## config.mk

```make
export PLATFORM = sky130hd
export DESIGN_NAME = mem_req_sequencer_flat
export DESIGN_NICKNAME = d
export VERILOG_FILES = /design/src/rtl/mem_req_sequencer_if.sv /design/src/rtl/mem_req_sequencer.sv /design/src/flat_wrapper.sv
export SDC_FILE = /design/constraint.sdc
export NUM_CORES = 1
export LEC_CHECK = 0
export ABC_AREA = 1
export BUFFER_PORTS_ARGS = -buffer_cell sky130_fd_sc_hd__clkbuf_2
export CAP_MARGIN = 0
export CORE_ASPECT_RATIO = 0.6
export CORE_MARGIN = 2
export CORE_UTILIZATION = 55
export CTS_CLUSTER_SIZE = 40
export DETAILED_ROUTE_END_ITERATION = 8
export GPL_TIMING_DRIVEN = 1
export HOLD_SLACK_MARGIN = 0.12
export PLACE_DENSITY = 0.88
export SLEW_MARGIN = 10
export SYNTH_ARGS = -nofsm -noshare
export SYNTH_HDL_FRONTEND = slang
export SYNTH_SLANG_ARGS = --single-unit
```

## constraint.sdc

```tcl
create_clock -name clk -period 2.4 [get_ports clk]
set_clock_uncertainty 0.15 [all_clocks]
set_input_delay 0.6 -clock clk [delete_from_list [all_inputs] [get_ports clk]]
set_output_delay 0.6 -clock clk [all_outputs]
set_load 0.005 [all_outputs]
```

## src/rtl/mem_req_sequencer_if.sv

```systemverilog
// rtl/mem_req_sequencer_if.sv - cache request valid/ack bundle between the MEM-stage sequencer and the cache
interface mem_req_sequencer_if #(
  parameter int ADDR_W = 32
);
  logic              req_valid;
  logic [ADDR_W-1:0] req_addr;
  logic [1:0]        req_rw;
  logic              req_ack;

  modport master (
    output req_valid,
    output req_addr,
    output req_rw,
    input  req_ack
  );

  modport slave (
    input  req_valid,
    input  req_addr,
    input  req_rw,
    output req_ack
  );
endinterface

```

## src/rtl/mem_req_sequencer.sv

```systemverilog
// rtl/mem_req_sequencer.sv - MEM-stage cache request sequencer; MEM_REQ_PERF_CNT_EN enables perf counters
module mem_req_sequencer #(
  parameter int ADDR_W    = 32,
  parameter int LINE_BITS = 4
) (
  input  logic              clk,
  input  logic              clr,
  input  logic              flush,
  input  logic              valid_in,
  input  logic [ADDR_W-1:0] mem_addr1_in,
  input  logic [ADDR_W-1:0] mem_addr1_end_in,
  input  logic [ADDR_W-1:0] mem_addr2_in,
  input  logic [ADDR_W-1:0] mem_addr2_end_in,
  input  logic [1:0]        mem1_rw_in,
  input  logic [1:0]        mem2_rw_in,
  input  logic              downstream_stall,
  output logic              latch_ld,
  output logic              done_valid,
  output logic [31:0]       perf_req_cnt,
  output logic [31:0]       perf_stall_cnt,
  mem_req_sequencer_if.master req
);

  localparam int TAG_W = ADDR_W - LINE_BITS;

  typedef enum logic [2:0] {IDLE, M1A, M1B, M2A, M2B, DONE} state_t;

  state_t            state, state_nxt;
  logic [ADDR_W-1:0] addr1, addr2;
  logic [TAG_W-1:0]  end1_tag, end2_tag;
  logic [1:0]        rw1, rw2;
  logic              split1, split2;

  logic              split1_in, split2_in;
  logic [3:0]        need_in, need;
  logic              capture;
  logic              issue_valid;
  logic [ADDR_W-1:0] issue_addr;
  logic [1:0]        issue_rw;

  // Only the end-address line tags matter: they drive split detection and the high-line base.
  assign split1_in = mem_addr1_in[ADDR_W-1:LINE_BITS] != mem_addr1_end_in[ADDR_W-1:LINE_BITS];
  assign split2_in = mem_addr2_in[ADDR_W-1:LINE_BITS] != mem_addr2_end_in[ADDR_W-1:LINE_BITS];

  // need bit order matches request order: {M2B, M2A, M1B, M1A}
  assign need_in = {(mem2_rw_in != 2'b00) && split2_in, mem2_rw_in != 2'b00,
                    (mem1_rw_in != 2'b00) && split1_in, mem1_rw_in != 2'b00};
  assign need    = {(rw2 != 2'b00) && split2, rw2 != 2'b00,
                    (rw1 != 2'b00) && split1, rw1 != 2'b00};

  function automatic state_t first_needed(input logic [3:0] n);
    if (n[0])      return M1A;
    else if (n[1]) return M1B;
    else if (n[2]) return M2A;
    else if (n[3]) return M2B;
    else           return DONE;
  endfunction

  // Next-state and output decode; flush overrides everything except clr.
  always_comb begin
    state_nxt   = state;
    latch_ld    = 1'b0;
    done_valid  = 1'b0;
    issue_valid = 1'b0;
    issue_addr  = '0;
    issue_rw    = 2'b00;
    capture     = 1'b0;
    unique case (state)
      IDLE: begin
        latch_ld = !valid_in;
        if (valid_in) begin
          capture   = 1'b1;
          state_nxt = first_needed(need_in);
        end
      end
      M1A: begin
        issue_valid = 1'b1;
        issue_addr  = addr1;
        issue_rw    = rw1;
        if (req.req_ack) state_nxt = first_needed(need & 4'b1110);
      end
      M1B: begin
        issue_valid = 1'b1;
        issue_addr  = {end1_tag, {LINE_BITS{1'b0}}};
        issue_rw    = rw1;
        if (req.req_ack) state_nxt = first_needed(need & 4'b1100);
      end
      M2A: begin
        issue_valid = 1'b1;
        issue_addr  = addr2;
        issue_rw    = rw2;
        if (req.req_ack) state_nxt = first_needed(need & 4'b1000);
      end
      M2B: begin
        issue_valid = 1'b1;
        issue_addr  = {end2_tag, {LINE_BITS{1'b0}}};
        issue_rw    = rw2;
        if (req.req_ack) state_nxt = DONE;
      end
      DONE: begin
        done_valid = 1'b1;
        latch_ld   = !downstream_stall;
        if (!downstream_stall) state_nxt = IDLE;
      end
      default: state_nxt = IDLE;
    endcase
    if (flush) begin
      latch_ld  = 1'b1;
      state_nxt = IDLE;
      capture   = 1'b0;
    end
  end

  // State register and operand capture; flush and clr both drop captured data.
  always_ff @(posedge clk) begin
    if (clr) begin
      state    <= IDLE;
      addr1    <= '0;
      addr2    <= '0;
      end1_tag <= '0;
      end2_tag <= '0;
      rw1      <= 2'b00;
      rw2      <= 2'b00;
      split1   <= 1'b0;
      split2   <= 1'b0;
    end else begin
      state <= state_nxt;
      if (flush) begin
        addr1    <= '0;
        addr2    <= '0;
        end1_tag <= '0;
        end2_tag <= '0;
        rw1      <= 2'b00;
        rw2      <= 2'b00;
        split1   <= 1'b0;
        split2   <= 1'b0;
      end else if (capture) begin
        addr1    <= mem_addr1_in;
        addr2    <= mem_addr2_in;
        end1_tag <= mem_addr1_end_in[ADDR_W-1:LINE_BITS];
        end2_tag <= mem_addr2_end_in[ADDR_W-1:LINE_BITS];
        rw1      <= mem1_rw_in;
        rw2      <= mem2_rw_in;
        split1   <= split1_in;
        split2   <= split2_in;
      end
    end
  end

  assign req.req_valid = issue_valid;
  assign req.req_addr  = issue_addr;
  assign req.req_rw    = issue_rw;

`ifdef MEM_REQ_PERF_CNT_EN
  logic [31:0] req_cnt, stall_cnt;

  // Accepted-request and held-latch counters; flush does not clear them.
  always_ff @(posedge clk) begin
    if (clr) begin
      req_cnt   <= '0;
      stall_cnt <= '0;
    end else begin
      if (issue_valid && req.req_ack && !flush) req_cnt <= req_cnt + 32'd1;
      if (!latch_ld) stall_cnt <= stall_cnt + 32'd1;
    end
  end

  assign perf_req_cnt   = req_cnt;
  assign perf_stall_cnt = stall_cnt;
`else
  assign perf_req_cnt   = '0;
  assign perf_stall_cnt = '0;
`endif

endmodule

```

## src/flat_wrapper.sv

```systemverilog
// flat-port wrapper written by rule: the top's interface ports become plain ports
module mem_req_sequencer_flat 
#(
  parameter int ADDR_W    = 32,
  parameter int LINE_BITS = 4
)
  (clk, clr, flush, valid_in, mem_addr1_in, mem_addr1_end_in, mem_addr2_in, mem_addr2_end_in, mem1_rw_in, mem2_rw_in, downstream_stall, latch_ld, done_valid, perf_req_cnt, perf_stall_cnt, req_req_valid, req_req_addr, req_req_rw, req_req_ack);
  mem_req_sequencer_if #(.ADDR_W(ADDR_W)) req_i ();
  input  logic clk;
  input  logic clr;
  input  logic flush;
  input  logic valid_in;
  input  logic [ADDR_W-1:0] mem_addr1_in;
  input  logic [ADDR_W-1:0] mem_addr1_end_in;
  input  logic [ADDR_W-1:0] mem_addr2_in;
  input  logic [ADDR_W-1:0] mem_addr2_end_in;
  input  logic [1:0] mem1_rw_in;
  input  logic [1:0] mem2_rw_in;
  input  logic downstream_stall;
  output logic latch_ld;
  output logic done_valid;
  output logic [31:0] perf_req_cnt;
  output logic [31:0] perf_stall_cnt;
  output wire logic [$bits(req_i.req_valid)-1:0] req_req_valid;
  output wire logic [$bits(req_i.req_addr)-1:0] req_req_addr;
  output wire logic [$bits(req_i.req_rw)-1:0] req_req_rw;
  input wire logic [$bits(req_i.req_ack)-1:0] req_req_ack;
  assign req_req_valid = req_i.req_valid;
  assign req_req_addr = req_i.req_addr;
  assign req_req_rw = req_i.req_rw;
  assign req_i.req_ack = req_req_ack;
  mem_req_sequencer #(.ADDR_W(ADDR_W), .LINE_BITS(LINE_BITS)) u_core (.clk(clk), .clr(clr), .flush(flush), .valid_in(valid_in), .mem_addr1_in(mem_addr1_in), .mem_addr1_end_in(mem_addr1_end_in), .mem_addr2_in(mem_addr2_in), .mem_addr2_end_in(mem_addr2_end_in), .mem1_rw_in(mem1_rw_in), .mem2_rw_in(mem2_rw_in), .downstream_stall(downstream_stall), .latch_ld(latch_ld), .done_valid(done_valid), .perf_req_cnt(perf_req_cnt), .perf_stall_cnt(perf_stall_cnt), .req(req_i));
endmodule
```

# After elaboration in Yosys (flattened, before gate mapping)
# Index checks and enable logic that the tools add are counted.
dict set report word_totals {
  register_bits 129
  inputBits 138
  output_inout_bits 101
  wordCells 61
}
dict set report classes {
  eq_ne 13
  n_mux 23
  n_reduce_logical 16
}
# op n
set ops {}
lappend ops {{32-bit case mux with 4 select lines} 1}
lappend ops {{28-bit != test} 2}
lappend ops {{3-bit two-way mux} 11}
lappend ops {{3-bit case mux with 6 select lines} 1}
lappend ops {{2-bit != test, second input constant} 6}
lappend ops {{1-bit two-way mux} 8}
lappend ops {{2-bit nonzero test} 4}
lappend ops {{3-bit by 2-bit == test with 1-bit output, second input constant} 2}
lappend ops {{3-bit == test, second input constant} 2}
lappend ops {{6-bit AND reduction} 1}
lappend ops {{2-bit OR reduction} 3}
lappend ops {{1-bit logical AND} 4}
lappend ops {{2-bit case mux with 2 select lines} 1}
lappend ops {{4-bit OR reduction} 1}
lappend ops {{3-bit by 1-bit == test with 1-bit output, second input constant} 1}
lappend ops {{3-bit logical NOT} 1}
lappend ops {{1-bit logical NOT} 2}
lappend ops {{1-bit case mux with 2 select lines} 1}

# Logic depth before layout (Yosys ltp)
dict set report logic_depth {
  word_depth 8
  mapped_depth 10
  ltp_nobuf 9
}

# Least setup slack after synthesis
# Ideal clock, no wire load.
dict set report synth_path {
  path_kind {reg2out}
  from {register u_core.state[1]}
  to {output port req_req_addr[25]}
  arrival_time_ps 1157
  required_time_ps 1650
  setup_slack_ps 493
  path_stages_with_launch 9
  n_path_buf 3
  path_cell_list {dfxtp_1 -> buf_4 -> nor2_8 -> nand2_1 -> buf_2 -> buf_2 -> o22ai_1 -> inv_1 -> o221ai_1}
}
dict set report synth_via {
  elab_chain_len 2
  elab_cells_between_ends 5
  classes_between {eq/ne: 4; mux: 1}
}
# element line
set synth_rtl {}
lappend synth_rtl {{start: declaration} mem_req_sequencer.sv:28} ;# state_t state, state_nxt;
lappend synth_rtl {{start signal: assignment} mem_req_sequencer.sv:127} ;# state <= state_nxt;
lappend synth_rtl {{3-bit == test, or another cell as far along} mem_req_sequencer.sv:68} ;# unique case (state)
lappend synth_rtl {{32-bit case mux with 4 select lines *} mem_req_sequencer.sv:68}
lappend synth_rtl {{end: declaration} flat_wrapper.sv:25} ;# output wire logic [$bits(req_i.req_addr)-1:0] req_req_addr;
# Mark *: on every way between the ends. The rest lies on a longest branch, timed or not.

# Worst setup path in the final report
dict set report layout_path {
  from {register u_core.state[1]}
  to {output port req_req_addr[13]}
}
# The elaborated chain is that of the path after synthesis.

==> impl_results.md <==
* Status: finished with violations
* Failing checks: setup timing
* Vias after detailed routing at 7304
* CP max stage cell: dfxtp_4
* Synth Warn # at 0
* Antenna-violating nets left at 0
* Finished Core Util at 70.63%
* LEAKAGE at 4.125 nW
* Most frequently used flop master after synthesis: dfxtp_1
* Worst setup path startpoint: u_core.state[1]$_SDFFE_PP0P_
* Layout area overhead at 25.83%
* #FFs+latches synth at 129
* Buffers on Ports at 166
* EDFF count, synth at 0
* Final instance area at 0.009021 sq mm
* Critical path class: flip-flop to output port
* Storage cell area at 0.002594 sq mm
* RSZ-0062 raised after global routing: yes
* FF-to-FF path depth at 10
* VDD IR max at 0.0005915 V
* Syn Inst Count at 1073
* Nets at 1372
* Worst R2R Start: u_core.state[0]$_SDFFE_PP0P_
* RD Place Congestion at 0.8365
* Reg2Reg Setup Slack at 0.10 ns
* Worst-path clk slew at 0.06 ns
* Critical path capture point: req_req_addr[13]
* WP data arrival at 1.75 ns
* CTS tree: yes
* Final hold violations at 0
* CTS H-tree lvls at 4
* Max Fclk at 399.5 MHz
* Die height at 92.44 um
* Startpoint types: flip-flop
* Asr flop ratio synth at 0%
* DRC at 0
* Crit path largest cell delay at 0.41 ns
* R2R Path End: u_core.addr2[31]$_SDFFE_PP0P_
* Yosys cell types at 27
* CTS max path bufs at 2
* Crit end category: output port
* Place WS at 0.1457 ns
* ANT cells at 0
* Max-slew violation count at 0
* Root cell of the clock tree: clkbuf_16
* Initial antenna violation count at 1
* PD cells at 626.8 mW/mm^2
* Total wire length at 21.80 mm
* Initial drt markers at 623
* Grt ovf at 0
* Hold crit path type: flip-flop to flip-flop
* Die footprint at 0.01399 sq mm
* Initial Utilization at 56.13%
* Post-DP HPWL at 13.73 mm
* Via/cell ratio at 5.155
* Max_cap viols at 0
* Die X at 151.4 um
* WL per Instance at 15.39 um
* TritonCTS buffer count at 17
* Fillers at 1015
* Placed cell area at 0.007814 sq mm
* GRT Total Usage at 29.39%
* Cts hold-fix bufs at 0
* Largest net degree at the start of global routing at 55
* Setup slack after layout at -0.1030 ns
* Tmin final at 2.503 ns
* Core footprint at 0.01277 sq mm
* Worst EP required at 1.65 ns
* CP Max Fanout at 8
* Syn Std Cell Area at 0.007169 sq mm
* Post-synthesis average cell area at 6.682 sq um
* Core Rows at 32
* Crit-path cells: nand3_4 -> buf_12 -> buf_16 -> o22ai_4 -> inv_2 -> o221ai_2 -> buf_2
* Share of cells above drive strength 1 at 23.18%
* Area of the multi-input gates at 0.003361 sq mm
* I/O pin count at 239
* Global-route wire length before repair at 31.93 mm
* Post-synthesis sequential area ratio at 36.02%
* Worst-Skew Late Latency at 0.41 ns
* Tcrit/Tclk final at 104.3%
* Vias in the first global route at 6587
* Endpoints failing setup at 26
* Num Clock Sinks at 129
* DRT Pass-1 Iters at 8
-- sequential cells by signal, indices dropped and copies added (netlist names) --
name / flops
u_core.addr1: 32
u_core.addr2: 32
u_core.end1_tag: 28
u_core.end2_tag: 28
u_core.rw1: 2
u_core.rw2: 2
u_core.split1: 1
u_core.split2: 1
u_core.state: 3
-- where the power goes --
group	switching (W)	leakage [nW]	total (W)	internal (W)
Clock	0.00102	0.285	0.00260	0.00158
Combinational	0.000521	2.79	0.000807	0.000286
Sequential	0.0000278	1.05	0.00225	0.00222
-- worst min-delay path by stage --
stage | from | end | slack, ns | cells after the start
floorplan | u_core.addr2[28]$_SDFFE_PP0P_ | u_core.addr2[28]$_SDFFE_PP0P_ | 0.28 | 2
global placement | u_core.addr1[15]$_SDFFE_PP0P_ | u_core.addr1[15]$_SDFFE_PP0P_ | 0.29 | 2
detailed placement | u_core.end1_tag[15]$_SDFFE_PP0P_ | u_core.end1_tag[15]$_SDFFE_PP0P_ | 0.29 | 2
CTS | mem_addr1_in[0] | u_core.addr1[0]$_SDFFE_PP0P_ | 0.30 | 3
global route | u_core.addr1[11]$_SDFFE_PP0P_ | u_core.addr1[11]$_SDFFE_PP0P_ | 0.31 | 2
finish | u_core.addr1[30]$_SDFFE_PP0P_ | u_core.addr1[30]$_SDFFE_PP0P_ | 0.30 | 2
-- metal layers --
layer	vias to the layer above	global-route usage [%]	wire length (um)
li1	3578	-	-
met1	3345	39.06	9015
met2	333	46.72	9941
met3	48	8.374	2347
met4	0	8.178	498
met5	-	0	0
-- per-stage QoR --
step / hold WS, ns / TNS (ns) / instances / total power, W
2_1_floorplan: 0.2791 / 0 / 1136 / 0.002829
3_3_place_gp: 0.2873 / 0 / 1369 / 0.002979
3_5_place_dp: 0.2944 / 0 / 1369 / 0.003001
4_1_cts: 0.3008 / -1.686 / 1411 / 0.005594
5_1_grt: 0.3128 / -3.290 / 1417 / 0.005867
6_report: 0.3023 / -1.390 / 1417 / 0.005655
-- final cells by class --
| cell class | count | area share [%] |
|---|---|---|
| Sequential cell | 129 | 28.75 |
| Multi-Input combinational cell | 637 | 37.25 |
| Tap cell | 170 | 2.358 |
| Clock buffer | 19 | 5.021 |
| Inverter | 252 | 10.53 |
| Timing Repair Buffer | 197 | 14.56 |
| Clock inverter | 13 | 1.526 |
-- synthesized netlist by cell type (2+ instances only) --
cell type    n  area share [%]
buf_6       22             3.5
nand2_1    149             7.8
xor2_1       2            0.24
o21ai_1     31             2.2
clkbuf_1    21             1.1
o21ai_0    103             7.2
dfxtp_1    129              36
buf_4       66             6.9
o221ai_1    28             3.4
o22ai_1     34             3.0
a21oi_1    128             8.9
nor2_1      82             4.3
inv_1      250              13
buf_2        8            0.56
nand3_1      8            0.56
-- placed cells by master, fill, tap and decap left out, types with 3 or more instances in the layout --
cell type,instances
dfxtp_1,126
inv_1,239
o221ai_1,13
clkbuf_2,140
buf_12,8
o22ai_1,12
buf_16,5
inv_2,11
clkinv_2,5
o22ai_4,11
o221ai_2,15
o21ai_1,31
nor2_1,82
buf_4,14
clkbuf_16,18
clkinv_4,4
buf_2,26
clkinvlp_4,3
a21oi_1,128
o21ai_0,103
nand2_1,147
conb_1,64
nand3_1,7
dfxtp_4,3
o22ai_2,11
-- logic make-up after synthesis --
group                  share of synthesized area, %
AO/OA/AOI/OAI                                 24.78
XOR/XNOR                                     0.2444
buffers and inverters                         25.29
flip-flops                                    36.02
other                                       0.05231
AND/OR/NAND/NOR                               13.61
-- repair_timing --
item	4_1_cts	5_1_grt
pin swaps	5	8
setup endpoints to repair	33	30
cloned	5	1
gates resized for setup	59	46
setup buffers	5	6
-- critical path, delay by kind of cell, from the launching register on --
| family | cells | cell delay [ns] |
|---|---|---|
| AND/OR/NAND/NOR | 1 | 0.13 |
| flip-flops | 1 | 0.41 |
| AO/OA/AOI/OAI | 2 | 0.27 |
| buffers and inverters | 4 | 0.52 |
No activity file was read; power rests on OpenSTA's default activity.
